`src/rtl/bsg_dmc_pearl_pkg.sv`:
```
// Shared types and helpers for the DMC pearl configuration shadow.
// Optional feature macro: BSG_DMC_PEARL_CFG_PARITY_EN (adds a trailing
// even-parity bit to every configuration frame).
package bsg_dmc_pearl_pkg;

  // Deserialiser FSM: start bit seen in IDLE, then one state per frame field
  typedef enum logic [2:0] {
    IDLE = 3'd0,
    CH   = 3'd1,
    EL   = 3'd2,
    DATA = 3'd3,
    PAR  = 3'd4
  } bsg_dmc_pearl_cfg_state_e;

  // Number of configuration elements per controller (monitor select, monitor
  // downsample, osc, sys, cfg, dly)
  localparam int bsg_dmc_pearl_cfg_els_gp = 6;

  // Index width for n items; never narrower than one bit so that
  // single-entry fields still exist on the wire
  function automatic int bsg_dmc_pearl_lg(input int n);
    return (n > 1) ? $clog2(n) : 1;
  endfunction

  // Largest of three field lengths, used to size the shared bit counter
  function automatic int bsg_dmc_pearl_max3(input int a, input int b, input int c);
    int m;
    m = (a > b) ? a : b;
    return (m > c) ? m : c;
  endfunction

endpackage

```
`src/rtl/bsg_dmc_pearl_cfg_deser.sv`:
```
// Bit-serial configuration frame deserialiser.
// Frame: start(1) | channel | element | payload | [parity], each field LSB-first.
// Emits a single-cycle write strobe on the edge that accepts the final bit;
// w_err_o flags an out-of-range index or (with BSG_DMC_PEARL_CFG_PARITY_EN)
// a parity mismatch, in which case the write must be dropped.
module bsg_dmc_pearl_cfg_deser
  import bsg_dmc_pearl_pkg::*;
#(
  parameter int num_ch_p = 2,
  parameter int els_p    = bsg_dmc_pearl_cfg_els_gp,
  parameter int width_p  = 8,
  parameter int lg_ch_lp = bsg_dmc_pearl_lg(num_ch_p),
  parameter int lg_el_lp = bsg_dmc_pearl_lg(els_p)
) (
  input  logic                clk_i,
  input  logic                reset_n_i,
  input  logic                v_i,
  input  logic                data_i,
  output logic                w_v_o,
  output logic [lg_ch_lp-1:0] w_ch_o,
  output logic [lg_el_lp-1:0] w_el_o,
  output logic [width_p-1:0]  w_data_o,
  output logic                w_err_o,
  output logic                busy_o
);

  // All index and payload bits share one shift register: bits enter at the
  // top, so after the last field bit the channel sits at bit 0.
  localparam int fields_lp = lg_ch_lp + lg_el_lp + width_p;
  localparam int cnt_w_lp  = bsg_dmc_pearl_lg(bsg_dmc_pearl_max3(lg_ch_lp, lg_el_lp, width_p));

  localparam logic [cnt_w_lp-1:0] ch_last_lp   = cnt_w_lp'(lg_ch_lp - 1);
  localparam logic [cnt_w_lp-1:0] el_last_lp   = cnt_w_lp'(lg_el_lp - 1);
  localparam logic [cnt_w_lp-1:0] data_last_lp = cnt_w_lp'(width_p - 1);

`ifdef BSG_DMC_PEARL_CFG_PARITY_EN
  localparam bsg_dmc_pearl_cfg_state_e data_exit_lp = PAR;
`else
  localparam bsg_dmc_pearl_cfg_state_e data_exit_lp = IDLE;
`endif

  bsg_dmc_pearl_cfg_state_e state_reg, state_next;
  logic [cnt_w_lp-1:0]      cnt_reg, cnt_next;
  logic [fields_lp-1:0]     sr_reg, sr_next;
  logic [fields_lp-1:0]     fields;
  logic                     par_bad;
  logic                     ch_bad;
  logic                     el_bad;

  // State, bit counter and field shift register; reset aborts any partial frame
  always_ff @(posedge clk_i or negedge reset_n_i) begin
    if (!reset_n_i) begin
      state_reg <= IDLE;
      cnt_reg   <= '0;
      sr_reg    <= '0;
    end else begin
      state_reg <= state_next;
      cnt_reg   <= cnt_next;
      sr_reg    <= sr_next;
    end
  end

  // Next-state: advance only on accepted bits, walking the fields in order
  always_comb begin
    state_next = state_reg;
    cnt_next   = cnt_reg;
    sr_next    = sr_reg;
    if (v_i) begin
      case (state_reg)
        IDLE: begin
          if (data_i) begin
            state_next = CH;
            cnt_next   = '0;
          end
        end
        CH: begin
          sr_next = {data_i, sr_reg[fields_lp-1:1]};
          if (cnt_reg == ch_last_lp) begin
            state_next = EL;
            cnt_next   = '0;
          end else begin
            cnt_next = cnt_reg + cnt_w_lp'(1);
          end
        end
        EL: begin
          sr_next = {data_i, sr_reg[fields_lp-1:1]};
          if (cnt_reg == el_last_lp) begin
            state_next = DATA;
            cnt_next   = '0;
          end else begin
            cnt_next = cnt_reg + cnt_w_lp'(1);
          end
        end
        DATA: begin
          sr_next = {data_i, sr_reg[fields_lp-1:1]};
          if (cnt_reg == data_last_lp) begin
            state_next = data_exit_lp;
            cnt_next   = '0;
          end else begin
            cnt_next = cnt_reg + cnt_w_lp'(1);
          end
        end
        PAR: begin
          state_next = IDLE;
          cnt_next   = '0;
        end
        default: begin
          state_next = IDLE;
          cnt_next   = '0;
        end
      endcase
    end
  end

  // Outputs: the completing bit is folded in combinationally so the write
  // lands on the same edge that accepts it
  always_comb begin
    w_v_o   = 1'b0;
    fields  = sr_reg;
    par_bad = 1'b0;
`ifdef BSG_DMC_PEARL_CFG_PARITY_EN
    w_v_o   = v_i && (state_reg == PAR);
    fields  = sr_reg;
    par_bad = ^{sr_reg, data_i};
`else
    w_v_o   = v_i && (state_reg == DATA) && (cnt_reg == data_last_lp);
    fields  = {data_i, sr_reg[fields_lp-1:1]};
`endif
  end

  assign w_ch_o   = fields[lg_ch_lp-1:0];
  assign w_el_o   = fields[lg_ch_lp +: lg_el_lp];
  assign w_data_o = fields[lg_ch_lp + lg_el_lp +: width_p];

  // Range checks exist only when the index field can encode unused values
  if ((1 << lg_ch_lp) > num_ch_p) begin : g_ch_chk
    assign ch_bad = (w_ch_o >= lg_ch_lp'(num_ch_p));
  end else begin : g_ch_full
    assign ch_bad = 1'b0;
  end

  if ((1 << lg_el_lp) > els_p) begin : g_el_chk
    assign el_bad = (w_el_o >= lg_el_lp'(els_p));
  end else begin : g_el_full
    assign el_bad = 1'b0;
  end

  assign w_err_o = ch_bad | el_bad | par_bad;
  assign busy_o  = (state_reg != IDLE);

endmodule

```
`src/rtl/bsg_dmc_pearl_cfg_shadow.sv`:
```
// Multi-channel double-buffered configuration shadow for the DMC pearl.
// Serial frames fill per-channel shadow registers; a commit copies one
// channel's whole shadow set to its active outputs in a single edge, so a
// controller never observes a half-updated configuration.
// Optional feature macro: BSG_DMC_PEARL_CFG_PARITY_EN.
module bsg_dmc_pearl_cfg_shadow
  import bsg_dmc_pearl_pkg::*;
#(
  parameter int num_ch_p = 2,
  parameter int els_p    = bsg_dmc_pearl_cfg_els_gp,
  parameter int width_p  = 8,
  parameter int lg_ch_lp = bsg_dmc_pearl_lg(num_ch_p)
) (
  input  logic                                        clk_i,
  input  logic                                        reset_n_i,
  input  logic                                        v_i,
  input  logic                                        data_i,
  input  logic                                        commit_v_i,
  input  logic [lg_ch_lp-1:0]                         commit_ch_i,
  output logic [num_ch_p-1:0][els_p-1:0][width_p-1:0] cfg_o,
  output logic [num_ch_p-1:0]                         pending_o,
  output logic                                        busy_o,
  output logic                                        err_o
);

  localparam int lg_el_lp = bsg_dmc_pearl_lg(els_p);

  logic                w_v;
  logic [lg_ch_lp-1:0] w_ch;
  logic [lg_el_lp-1:0] w_el;
  logic [width_p-1:0]  w_data;
  logic                w_err;
  logic                commit_oob;
  logic                err_reg;

  bsg_dmc_pearl_cfg_deser #(
    .num_ch_p (num_ch_p),
    .els_p    (els_p),
    .width_p  (width_p),
    .lg_ch_lp (lg_ch_lp),
    .lg_el_lp (lg_el_lp)
  ) deser (
    .clk_i     (clk_i),
    .reset_n_i (reset_n_i),
    .v_i       (v_i),
    .data_i    (data_i),
    .w_v_o     (w_v),
    .w_ch_o    (w_ch),
    .w_el_o    (w_el),
    .w_data_o  (w_data),
    .w_err_o   (w_err),
    .busy_o    (busy_o)
  );

  // A commit can only be out of range when the index encodes unused channels
  if ((1 << lg_ch_lp) > num_ch_p) begin : g_commit_chk
    assign commit_oob = commit_v_i && (commit_ch_i >= lg_ch_lp'(num_ch_p));
  end else begin : g_commit_full
    assign commit_oob = 1'b0;
  end

  // Sticky error: bad frame or out-of-range commit; only reset clears it
  always_ff @(posedge clk_i or negedge reset_n_i) begin
    if (!reset_n_i) begin
      err_reg <= 1'b0;
    end else if ((w_v && w_err) || commit_oob) begin
      err_reg <= 1'b1;
    end
  end

  assign err_o = err_reg;

  genvar gi, gj;
  for (gi = 0; gi < num_ch_p; gi++) begin : g_ch
    logic write_ch;
    logic commit_ch;
    logic pending_reg;

    assign write_ch  = w_v && !w_err && (w_ch == lg_ch_lp'(gi));
    assign commit_ch = commit_v_i && (commit_ch_i == lg_ch_lp'(gi));

    // Pending tracks unpublished shadow writes; a write wins over a
    // same-edge commit because the commit publishes the pre-write value
    always_ff @(posedge clk_i or negedge reset_n_i) begin
      if (!reset_n_i) begin
        pending_reg <= 1'b0;
      end else if (write_ch) begin
        pending_reg <= 1'b1;
      end else if (commit_ch) begin
        pending_reg <= 1'b0;
      end
    end

    assign pending_o[gi] = pending_reg;

    for (gj = 0; gj < els_p; gj++) begin : g_el
      logic                write_el;
      logic [width_p-1:0]  shadow_reg;
      logic [width_p-1:0]  active_reg;

      assign write_el = write_ch && (w_el == lg_el_lp'(gj));

      // Shadow element takes the frame payload; active copy samples the
      // old shadow value on commit, giving the pre-write value on collision
      always_ff @(posedge clk_i or negedge reset_n_i) begin
        if (!reset_n_i) begin
          shadow_reg <= '0;
          active_reg <= '0;
        end else begin
          if (write_el) begin
            shadow_reg <= w_data;
          end
          if (commit_ch) begin
            active_reg <= shadow_reg;
          end
        end
      end

      assign cfg_o[gi][gj] = active_reg;
    end
  end

endmodule

```
`config.mk`:
```
export PLATFORM = sky130hd
export DESIGN_NAME = bsg_dmc_pearl_cfg_shadow
export DESIGN_NICKNAME = d
export VERILOG_FILES = /design/src/rtl/bsg_dmc_pearl_pkg.sv /design/src/rtl/bsg_dmc_pearl_cfg_deser.sv /design/src/rtl/bsg_dmc_pearl_cfg_shadow.sv
export SDC_FILE = /design/constraint.sdc
export NUM_CORES = 1
export LEC_CHECK = 0
export ABC_AREA = 1
export BUFFER_PORTS_ARGS = -buffer_cell sky130_fd_sc_hd__buf_2
export CELL_PAD_IN_SITES_DETAIL_PLACEMENT = 0
export CELL_PAD_IN_SITES_GLOBAL_PLACEMENT = 1
export CORE_UTILIZATION = 49
export CTS_BUF_LIST = sky130_fd_sc_hd__clkbuf_8
export DETAILED_ROUTE_END_ITERATION = 10
export GPL_TIMING_DRIVEN = 1
export PLACE_DENSITY_LB_ADDON = 0.1
export SLEW_MARGIN = 25
export SYNTH_ARGS = -nofsm -noshare
export SYNTH_HDL_FRONTEND = slang
export SYNTH_SLANG_ARGS = --single-unit
```
`constraint.sdc`:
```
create_clock -name clk_i -period 3.4 [get_ports clk_i]
set_input_delay 0.17 -clock clk_i [delete_from_list [all_inputs] [get_ports clk_i]]
set_output_delay 0.17 -clock clk_i [all_outputs]
set_load 0.1 [all_outputs]
```
==> results of run 1 <==
==> stage by stage <==
step	power, mW	area (um^2)	hold slack, ns
final	5.96	10000	0.0604
after floorplan	3.45	8580	-0.126
after detailed placement	3.82	9310	0.174
after global routing	6.25	10000	0.0312
after CTS	6.02	10000	0.0409
after global placement	3.80	9310	0.172
==> area by class of cell <==
class / instances / area share (%)
Multi-Input combinational cell: 672 / 29.6
Clock buffer: 47 / 6.46
Timing Repair Buffer: 125 / 7.10
Inverter: 20 / 0.749
Tap cell: 225 / 2.81
Sequential cell: 211 / 52.7
Clock inverter: 15 / 0.574
==> cell families after synthesis <==
kind of cell	Yosys count	share of synthesized area [%]
AND/OR/NAND/NOR	649	32.1
flip-flops	211	61.5
buffers and inverters	83	4.14
AO/OA/AOI/OAI	13	0.787
adder cells (fa/ha/maj)	10	1.46
==> tightest hold or removal path, delay by kind of cell <==
kind / cells / cell delay, ns
and+or+nand+nor: 1 / 0.15
AOI/OAI and AO/OA: 1 / 0.08
buffers and inverters: 1 / 0.12
==> power by group <==
group	leakage (nW)	total, mW	switching [mW]	internal, mW
combinational	2.56	0.869	0.691	0.179
sequential	2.94	2.91	0.320	2.59
clock	0.416	2.19	0.961	1.23
==> layout by cell type (no fill, tap or decap) <==
cell and instances:
a21oi_4 1, nor2_1 7, nand3_1 17, dlygate4sd3_1 1, nor2_2 2, ha_1 10, inv_1 34, or2_2 2
o21ai_0 11, nor3_2 1, buf_4 17, buf_2 104, nand2_2 1, buf_12 2, nand2_1 518, nor3_4 3
dfrtp_1 211, clkbuf_8 48, clkinv_2 1, o21bai_1 1, nand4_1 97, nor2_4 1
==> per-layer routing <==
layer / share of wire [%] / GRT usage (%) / up-vias
met5: 0 / 0 / -
met4: 1.7 / 6.55 / 0
met3: 5.5 / 4.46 / 30
met2: 45 / 35.2 / 180
met1: 48 / 34.0 / 3160
li1: - / - / 3312
==> final timing paths <==
path	startpoint	endpoint	slack [ns]	cells after the start
setup / recovery	deser.cnt_reg[1]$_DFFE_PN0P_	g_ch[0].g_el[4].shadow_reg[6]$_DFFE_PN0P_	1.12	8
hold / removal	v_i	err_o$_DFFE_PN0P_	0.06	3
setup reg to reg	deser.cnt_reg[1]$_DFFE_PN0P_	g_ch[0].g_el[4].shadow_reg[6]$_DFFE_PN0P_	1.12	8
hold reg to reg	g_ch[0].g_el[1].active_reg[4]$_DFFE_PN0P_	g_ch[0].g_el[1].active_reg[4]$_DFFE_PN0P_	0.46	2
max in group asynchronous	reset_n_i	g_ch[0].g_el[0].active_reg[4]$_DFFE_PN0P_	2.32	3
min in group asynchronous	reset_n_i	g_ch[0].g_el[1].active_reg[4]$_DFFE_PN0P_	0.19	2
==> what timing repair did <==
item                                   CTS  global route
endpoints found under the hold margin   54             0
hold buffers                             1             0
resized for setup                        0             0
buffers inserted                         0             0
==> qor.yml, run 1 <==
outcome:
  outcome: "finished, final reports clean"
timing:
  fin_skew_ns: 0.0157
  max_freq_ghz: 0.439
  worst_slack_ns: 1.12
  setup_violations: 0
  tns_ns: 0
  period_minus_slack_ns: 2.28
  rsz0062_at_grt: "false"
  finalHoldViolations: 0
  worst_slew_margin_rel_pct: 49.3
  tightestPinTransition_ns: 0.760
  slew_violations: 0
  min_period_over_period_pct: 67.0
placement:
  port-buffer-count: 105
  dp_hpwl_um: 12400
  gp_congestion: 0.799
  place_ws_ns: 1.12
  dp_cells: 1252
synth:
  synth_top_area_share_pct: 61.5
  netlist_instances: 966
  ys_seq_area_share_pct: 61.5
  synth_top_cells_by_count: "nand2_1, dfrtp_1, nand4_1, clkbuf_1, inv_1"
  synthTopCellsByArea: "dfrtp_1, nand2_1, nand4_1"
  synthesis.area_um2: 8580
  synth.most_common_cell: "nand2_1"
  synth_edf_count: 0
  syn_avg_cell_area_um2: 8.88
  yosysTopAreaCell: "dfrtp_1"
  synth_fp_nets: 982
  ys_ff_latch: 211
  ys.flop_type: "dfrtp_1"
  synthArstFlopShare_pct: 100
  yosysWarnings: 0
  synth.distinct_cells: 19
final_layout:
  nNetsFinal: 1082
  diodes: 0
  register_area_um2: 5280
  layout.cells.non_filler: 1315
  area_delta_synth_final_pct: 16.8
  final_util_pct: 58.3
  n_fill_cell: 1647
  drive_gt1_share_pct: 16.8
  multi_input_area_um2: 2970
floorplan:
  initial_core_util_pct: 50.0
  ios: 106
  dieArea_um2: 18000
  core_um2: 17200
  die_w_um: 134
  die_height_um: 134
  placementRows: 48
worst_setup_path:
  crit_chain: "ha_1, ha_1, nand3_1, a21oi_4, buf_4, nand3_1, nand2_1, nand2_1"
  cp_slowest_cell: "a21oi_4"
  slowest_delay_ns: 0.43
  crit_path_end_kind: "register"
  cp_max_fo: 23
  path_delay_family: "simple AND/OR/NAND/NOR gates"
  cp_data_arrival_time_ns: 2.66
  crit_path_start_kind: "register"
  crit_buf_inv: 1
  critical_path_required_ns: 3.79
  critPathKind: "register to register"
grt:
  antenna_found_initial: 0
  grt_pass1_vias: 6267
  grt_max_degree: 80
  grt_remaining_overflow: 0
  grt_usage_pct: 23.2
  grt_pass1_wl_um: 32900
cts:
  cts_htree_levels: 2
  cts_max_path_buffers: 3
  cts-root-buf: "clkbuf_8"
  cts_tree: "yes"
  clk_pin_slew_ns: 0.06
  cts_inserted_buffers: 36
  clk_latency_ns: 0.51
  clock-sinks: 211
worst_hold_path:
  hp-class: "input port to register"
pwr:
  irDropWorstVdd_mv: 0.313
  p_leak_nw: 5.92
  p_per_area_nw_per_um2: 595
detailed_routing:
  wl_per_cell_um: 15.2
  viasPerCell: 5.08
  drt_wl_total_um: 19900
  firstDrtPassIters: 5
  initialDrtViolationCount: 444
  drc: 0
  vias: 6682
  ant_nets: 0
job:
  max_cap_violations: 0
(Power assumes the default switching activity.)
==> run 2, diff against run 1 <==
--- a/config.mk
+++ b/config.mk
@@ -9,7 +9,7 @@
 export BUFFER_PORTS_ARGS = -buffer_cell sky130_fd_sc_hd__buf_2
 export CELL_PAD_IN_SITES_DETAIL_PLACEMENT = 0
 export CELL_PAD_IN_SITES_GLOBAL_PLACEMENT = 1
-export CORE_UTILIZATION = 49
+export CORE_UTILIZATION = 41
 export CTS_BUF_LIST = sky130_fd_sc_hd__clkbuf_8
 export DETAILED_ROUTE_END_ITERATION = 10
 export GPL_TIMING_DRIVEN = 1
==> constraint.sdc (replaced) <==
create_clock -name clk_i -period 1.89 [get_ports clk_i]
set_input_delay 0.0945 -clock clk_i [delete_from_list [all_inputs] [get_ports clk_i]]
set_output_delay 0.0945 -clock clk_i [all_outputs]
set_load 0.1 [all_outputs]
==> run 2 against run 1 <==
  * First-iteration DRC count down 22%
  * Sequential share of layout area down 2.2 points
  * Cell count up 5.9%
  * Routed wire length up 5.4%
  * Worst hold slack about the same
  * Final area up 4.3%
  * Clock-buffer cell count up 2
  * Core utilization down 7.0 points
==> qor.yml, run 2 (synthesis results as in run 1) <==
outcome:
  outcome: "finished, final reports clean"
grt:
  grt_max_degree: 64
  grt_usage_pct: 20.3
  top_usage_layer: "met2"
  antenna_found_initial: 0
  grt_use_met1_pct: 29.2
  grt_pass1_vias: 6746
  grt_util_met2_pct: 31.0
  use_met3_pct: 3.72
  grt_pass1_wl_um: 35100
  grt_remaining_overflow: 0
timing:
  fin_skew_ns: 0.0253
  rsz0062_at_grt: "true"
  finalHoldViolations: 0
  min_period_over_period_pct: 98.2
  hold_ws_ns: 0.0608
  period_minus_slack_ns: 1.86
  max_freq_ghz: 0.539
  slew_violations: 0
  setup_violations: 0
  worst_slew_margin_rel_pct: 49.9
  tns_ns: 0
  tightestPinTransition_ns: 0.751
placement:
  port-buffer-count: 105
  dp_hpwl_um: 13200
  postPlaceCellArea_um2: 9610
  gp_congestion: 0.727
final_layout:
  stdcell_area_um2: 10500
  final_util_pct: 51.3
  final_cell_mix: "nand2_1, dfrtp_1, buf_2"
  diodes: 0
  mostFrequentLayoutCell: "nand2_1"
  drive_gt1_share_pct: 19.7
  area_delta_synth_final_pct: 21.8
  n_fill_cell: 1967
  nNetsFinal: 1112
pwr:
  power_switching_mw: 3.74
  p_per_area_nw_per_um2: 1080
  pwr-share-seq_pct: 43.9
  clockPowerShare_pct: 36.6
  netSwitchingFraction_pct: 33.2
  p_leak_nw: 6.10
  p_int_mw: 7.53
  combinationalPowerShare_pct: 19.5
  p_total_mw: 11.3
  irDropWorstVdd_mv: 0.428
cts:
  clk_latency_ns: 0.53
  clock-sinks: 211
  cts-root-buf: "clkbuf_8"
  cts_max_path_buffers: 3
  clk_pin_slew_ns: 0.06
  cts_tree: "yes"
  cts_inserted_buffers: 37
  cts_htree_levels: 2
floorplan:
  ios: 106
  placementRows: 52
  initial_core_util_pct: 42.1
  dieArea_um2: 21500
  die_height_um: 147
  die_w_um: 147
  core_um2: 20400
worst_setup_path:
  cp_max_fo: 19
  path_delay_family: "simple AND/OR/NAND/NOR gates"
  crit_buf_inv: 1
  cp_slowest_cell: "dfrtp_1"
  slowest_delay_ns: 0.37
  crit_chain: "ha_1, ha_1, nand3_1, a21oi_4, buf_12, nand3_1, nand2_1, nand2_1"
  regToRegStartpoint: "deser.cnt_reg[0]$_DFFE_PN0P_"
  critical_path_required_ns: 2.29
  worstReg2RegEnd: "g_ch[1].g_el[4].shadow_reg[5]$_DFFE_PN0P_"
  cp_data_arrival_time_ns: 2.26
  critPathKind: "register to register"
  crit_path_end_kind: "register"
  r2r_slack_ns: 0.03
  r2r_cells: 8
  crit_path_start_kind: "register"
detailed_routing:
  drc: 0
  drt_wl_total_um: 21000
  vias: 6766
  wl_per_cell_um: 15.1
  viasPerCell: 4.86
  firstDrtPassIters: 4
  initialDrtViolationCount: 347
  ant_nets: 0
job:
  max_cap_violations: 0
worst_hold_path:
  hp-class: "input port to asynchronous set/reset pin"
run 2: cell types whose count changed in the layout (fill, tap and decap cells not counted), sizes merged:
| cell | previous run | this run |
|---|---|---|
| buf | 123 | 149 |
| dlygate4sd3 | 1 | 2 |
| clkbuf | 48 | 52 |
| clkinvlp | 0 | 2 |
run 2: layer usage:
metal,up-vias,wire length (um),part of all wire [%]
li1,3375,-,-
met1,3194,10300,49
met2,164,9370,45
met3,33,954,4.5
met4,0,416,2.0
met5,-,0,0
run 2: metrics by stage:
| step | instances | worst slack [ns] |
|---|---|---|
| after CTS | 1391 | 0.00975 |
| final | 1393 | 0.0334 |
| after floorplan | 966 | 0.162 |
| after global routing | 1393 | -0.126 |
| after global placement | 1323 | 0.0698 |
| after detailed placement | 1323 | 0.0288 |
run 2: worst max path at each step:
stage,cells past startpoint,slack [ns],endpoint,from
after floorplan,8,0.16,deser.cnt_reg[2]$_DFFE_PN0P_,deser.state_reg[0]$_DFFE_PN0P_
after CTS,4,0.01,busy_o,deser.state_reg[0]$_DFFE_PN0P_
after detailed placement,8,0.03,g_ch[0].g_el[5].shadow_reg[1]$_DFFE_PN0P_,deser.cnt_reg[0]$_DFFE_PN0P_
after global placement,8,0.07,g_ch[1].g_el[5].shadow_reg[3]$_DFFE_PN0P_,deser.cnt_reg[0]$_DFFE_PN0P_
after global routing,8,-0.13,g_ch[1].g_el[4].shadow_reg[0]$_DFFE_PN0P_,deser.cnt_reg[0]$_DFFE_PN0P_
final,8,0.03,g_ch[1].g_el[4].shadow_reg[5]$_DFFE_PN0P_,deser.cnt_reg[0]$_DFFE_PN0P_
run 2: cell type report:
class / instances / area (um^2) / area share, %
tap: 270 / 338 / 3.23
clock buffer: 49 / 674 / 6.45
sequential: 211 / 5280 / 50.5
multi-input combinational: 672 / 3010 / 28.8
timing repair buffer: 154 / 1010 / 9.63
clock inverter: 17 / 68.8 / 0.658
inverter: 20 / 78.8 / 0.754
run 2: repair_timing:
action	CTS	global route
buffers inserted	0	1
hold buffers	2	0
endpoints found under the hold margin	213	0
resized for setup	0	9
endpoints found under the setup margin	0	86
run 2: power by group through the flow:
stage | clock network (mW) | logic, mW | registers [mW]
floorplan | 0 | 1.37 | 4.85
global placement | 0 | 2.14 | 5.03
detailed placement | 0 | 2.15 | 5.03
CTS | 4.25 | 2.17 | 4.95
global route | 4.46 | 2.41 | 4.97
finish | 4.12 | 2.20 | 4.95
==> run 3, diff against run 2 <==
--- a/config.mk
+++ b/config.mk
@@ -5,11 +5,11 @@
 export SDC_FILE = /design/constraint.sdc
 export NUM_CORES = 1
 export LEC_CHECK = 0
-export ABC_AREA = 1
+export ABC_AREA = 0
 export BUFFER_PORTS_ARGS = -buffer_cell sky130_fd_sc_hd__buf_2
 export CELL_PAD_IN_SITES_DETAIL_PLACEMENT = 0
 export CELL_PAD_IN_SITES_GLOBAL_PLACEMENT = 1
-export CORE_UTILIZATION = 41
+export CORE_UTILIZATION = 45
 export CTS_BUF_LIST = sky130_fd_sc_hd__clkbuf_8
 export DETAILED_ROUTE_END_ITERATION = 10
 export GPL_TIMING_DRIVEN = 1
==> run 3 against run 2 <==
  * Total power shrank 12%
  * Fmax is 0.84% higher
  * Critical path depth down 2
  * Routed wire length decreased by 23%
  * Combinational power is 50% lower
  * Non-clock buffer count decreased by 22
  * Cell count down 35%
  * Global-route usage fell by 2.1 points
  * Final area down 5.2%
  * Die area down 13%
  * Clock power fell by 12%
  * Largest cell class unchanged
==> qor.yml, run 3 <==
worst_setup_path:
  worstReg2RegEnd: "g_ch[0].g_el[1].shadow_reg[6]$_DFFE_PN0P_"
  cp_max_fo: 9
  critical_path_required_ns: 2.27
  regToRegStartpoint: "deser.cnt_reg[0]$_DFFE_PN0P_"
  cp-endpoint: "g_ch[0].g_el[1].shadow_reg[6]$_DFFE_PN0P_"
  crit_path_end_kind: "register"
  cp_data_arrival_time_ns: 2.22
  crit_path_start_kind: "register"
  r2r_slack_ns: 0.05
  critPathLaunch: "deser.cnt_reg[0]$_DFFE_PN0P_"
  r2r_cells: 6
  critPathKind: "register to register"
synth:
  synth_top_area_share_pct: 64.4
  synthSimpleGateAreaFrac_pct: 2.57
  yosysTopAreaCell: "dfrtp_1"
  ys_seq_area_share_pct: 64.4
  synthArstFlopShare_pct: 100
  yosysWarnings: 0
  synth.distinct_cells: 33
  synth.most_common_cell: "dfrtp_1"
  synthTopCellsByArea: "dfrtp_1, mux2_2, mux2_4"
  synth_top_cells_by_count: "dfrtp_1, mux2_2, nand2_1, clkbuf_1, mux2_4"
  synthesis.area_um2: 8190
  ys_ff_latch: 211
  synth-xor-area-share_pct: 0
  ys.flop_type: "dfrtp_1"
  synth_fp_nets: 531
  synth_edf_count: 0
  netlist_instances: 515
  synth_mux_area_share_pct: 28.3
  synth-compound-area-share_pct: 1.15
  synth_top_family_by_area: "multiplexers"
  syn_avg_cell_area_um2: 15.9
  synthAdderAreaFrac_pct: 1.53
placement:
  gp_congestion: 0.766
  dp_hpwl_um: 10300
  place_ws_ns: -0.0109
  port-buffer-count: 105
  postPlaceCellArea_um2: 9190
detailed_routing:
  drt_wl_total_um: 16200
  viasPerCell: 5.07
  wl_per_cell_um: 17.9
  drc: 0
  firstDrtPassIters: 4
  vias: 4586
  initialDrtViolationCount: 145
  ant_nets: 0
cts:
  cts_inserted_buffers: 36
  clk_latency_ns: 0.50
  cts-root-buf: "clkbuf_8"
  cts_tree: "yes"
  clk_pin_slew_ns: 0.06
  cts_htree_levels: 2
  cts_max_path_buffers: 3
  clock-sinks: 211
pwr:
  netSwitchingFraction_pct: 28.3
  combinationalPowerShare_pct: 11.2
  clockPowerShare_pct: 36.4
  power_switching_mw: 2.81
  p_int_mw: 7.13
  p_leak_nw: 5.46
  p_per_area_nw_per_um2: 1000
  irDropWorstVdd_mv: 0.554
  pwr-share-seq_pct: 52.4
worst_hold_path:
  hp-class: "input port to asynchronous set/reset pin"
timing:
  fin_skew_ns: 0.0115
  tns_ns: 0
  setup_violations: 0
  worst_slack_ns: 0.0490
  max_freq_ghz: 0.543
  finalHoldViolations: 0
  period_minus_slack_ns: 1.84
  tightestPinTransition_ns: 0.709
  min_period_over_period_pct: 97.4
  hold_ws_ns: 0.105
  slew_violations: 0
  rsz0062_at_grt: "true"
  worst_slew_margin_rel_pct: 52.7
grt:
  grt_pass1_vias: 4775
  top_usage_layer: "met2"
  use_met3_pct: 4.00
  grt_max_degree: 66
  grt_use_met1_pct: 24.4
  grt_usage_pct: 18.2
  grt_util_met2_pct: 29.3
  antenna_found_initial: 0
  grt_remaining_overflow: 0
  grt_pass1_wl_um: 25800
final_layout:
  nNetsFinal: 674
  final_cell_mix: "dfrtp_1, mux2_2, buf_2"
  register_area_um2: 5280
  n_fill_cell: 1460
  stdcell_area_um2: 9900
  mostFrequentLayoutCell: "dfrtp_1"
  drive_gt1_share_pct: 57.5
  multi_input_area_um2: 2830
  area_delta_synth_final_pct: 20.9
  diodes: 0
floorplan:
  initial_core_util_pct: 46.7
  ios: 106
  dieArea_um2: 18800
  die_w_um: 137
  die_height_um: 137
  core_um2: 17500
  placementRows: 48
outcome:
  outcome: "finished, final reports clean"
job:
  max_cap_violations: 0
-- run 3: layer usage --
layer / part of all wire, % / up-vias
li1: - / 2095
met1: 46 / 2365
met2: 48 / 96
met3: 4.2 / 30
met4: 2.1 / 0
met5: 0 / -
-- run 3: timing repair --
action | 4_1_cts | 5_1_grt
setup endpoints to repair | 9 | 58
pin swaps | 0 | 1
hold buffers | 2 | 0
resized for setup | 2 | 8
buffers inserted | 0 | 1
endpoints found under the hold margin | 214 | 0
-- run 3: critical path: stages, from the launching register on --
cell	delay [ns]
dfrtp_1	0.39
ha_4	0.16
ha_4	0.14
nand3_2	0.08
or4_1	0.49
buf_6	0.17
mux2_4	0.29
-- run 3: cells by family (layout without fill, tap and decap cells) --
logic type	Yosys count	in the layout
flip-flops	211	211
multiplexers	201	201
AND/OR/NAND/NOR	41	41
buffers and inverters	36	201
AO/OA/AOI/OAI	16	16
adder cells (fa/ha/maj)	10	10
-- run 3: power groups by stage --
stage	logic [mW]	registers, mW	clock network, mW
4_1_cts	1.10	5.22	3.76
3_3_place_gp	1.07	5.29	0
3_5_place_dp	1.08	5.30	0
6_report	1.11	5.21	3.62
5_1_grt	1.24	5.26	3.94
2_1_floorplan	0.849	4.89	0
-- run 3: how the worst min path moves through the flow --
stage	start	to	slack [ns]	cells after the start
after floorplan	reset_n_i	deser.cnt_reg[0]$_DFFE_PN0P_	-0.20	0
after global placement	reset_n_i	g_ch[1].g_el[2].shadow_reg[4]$_DFFE_PN0P_	0.05	1
after global routing	data_i	g_ch[1].g_el[1].shadow_reg[7]$_DFFE_PN0P_	0.11	2
after detailed placement	reset_n_i	g_ch[1].g_el[2].shadow_reg[4]$_DFFE_PN0P_	0.07	1
after CTS	reset_n_i	g_ch[1].g_el[2].shadow_reg[4]$_DFFE_PN0P_	0.1	2
final	reset_n_i	g_ch[1].g_el[2].shadow_reg[4]$_DFFE_PN0P_	0.10	2
-- run 3: cell type report --
class	instances	area share, %
tap	225	2.84
clock buffer	41	5.70
sequential	211	53.3
inverter	9	0.379
multi-input combinational	268	28.6
clock inverter	19	0.733
timing repair buffer	132	8.45
-- run 3: stage by stage --
stage	instances	power, mW	utilization [%]
after floorplan	515	5.74	-
after global routing	905	10.4	56.5
after global placement	842	6.36	52.4
after detailed placement	842	6.38	52.4
final	905	9.94	56.5
after CTS	904	10.1	56.2
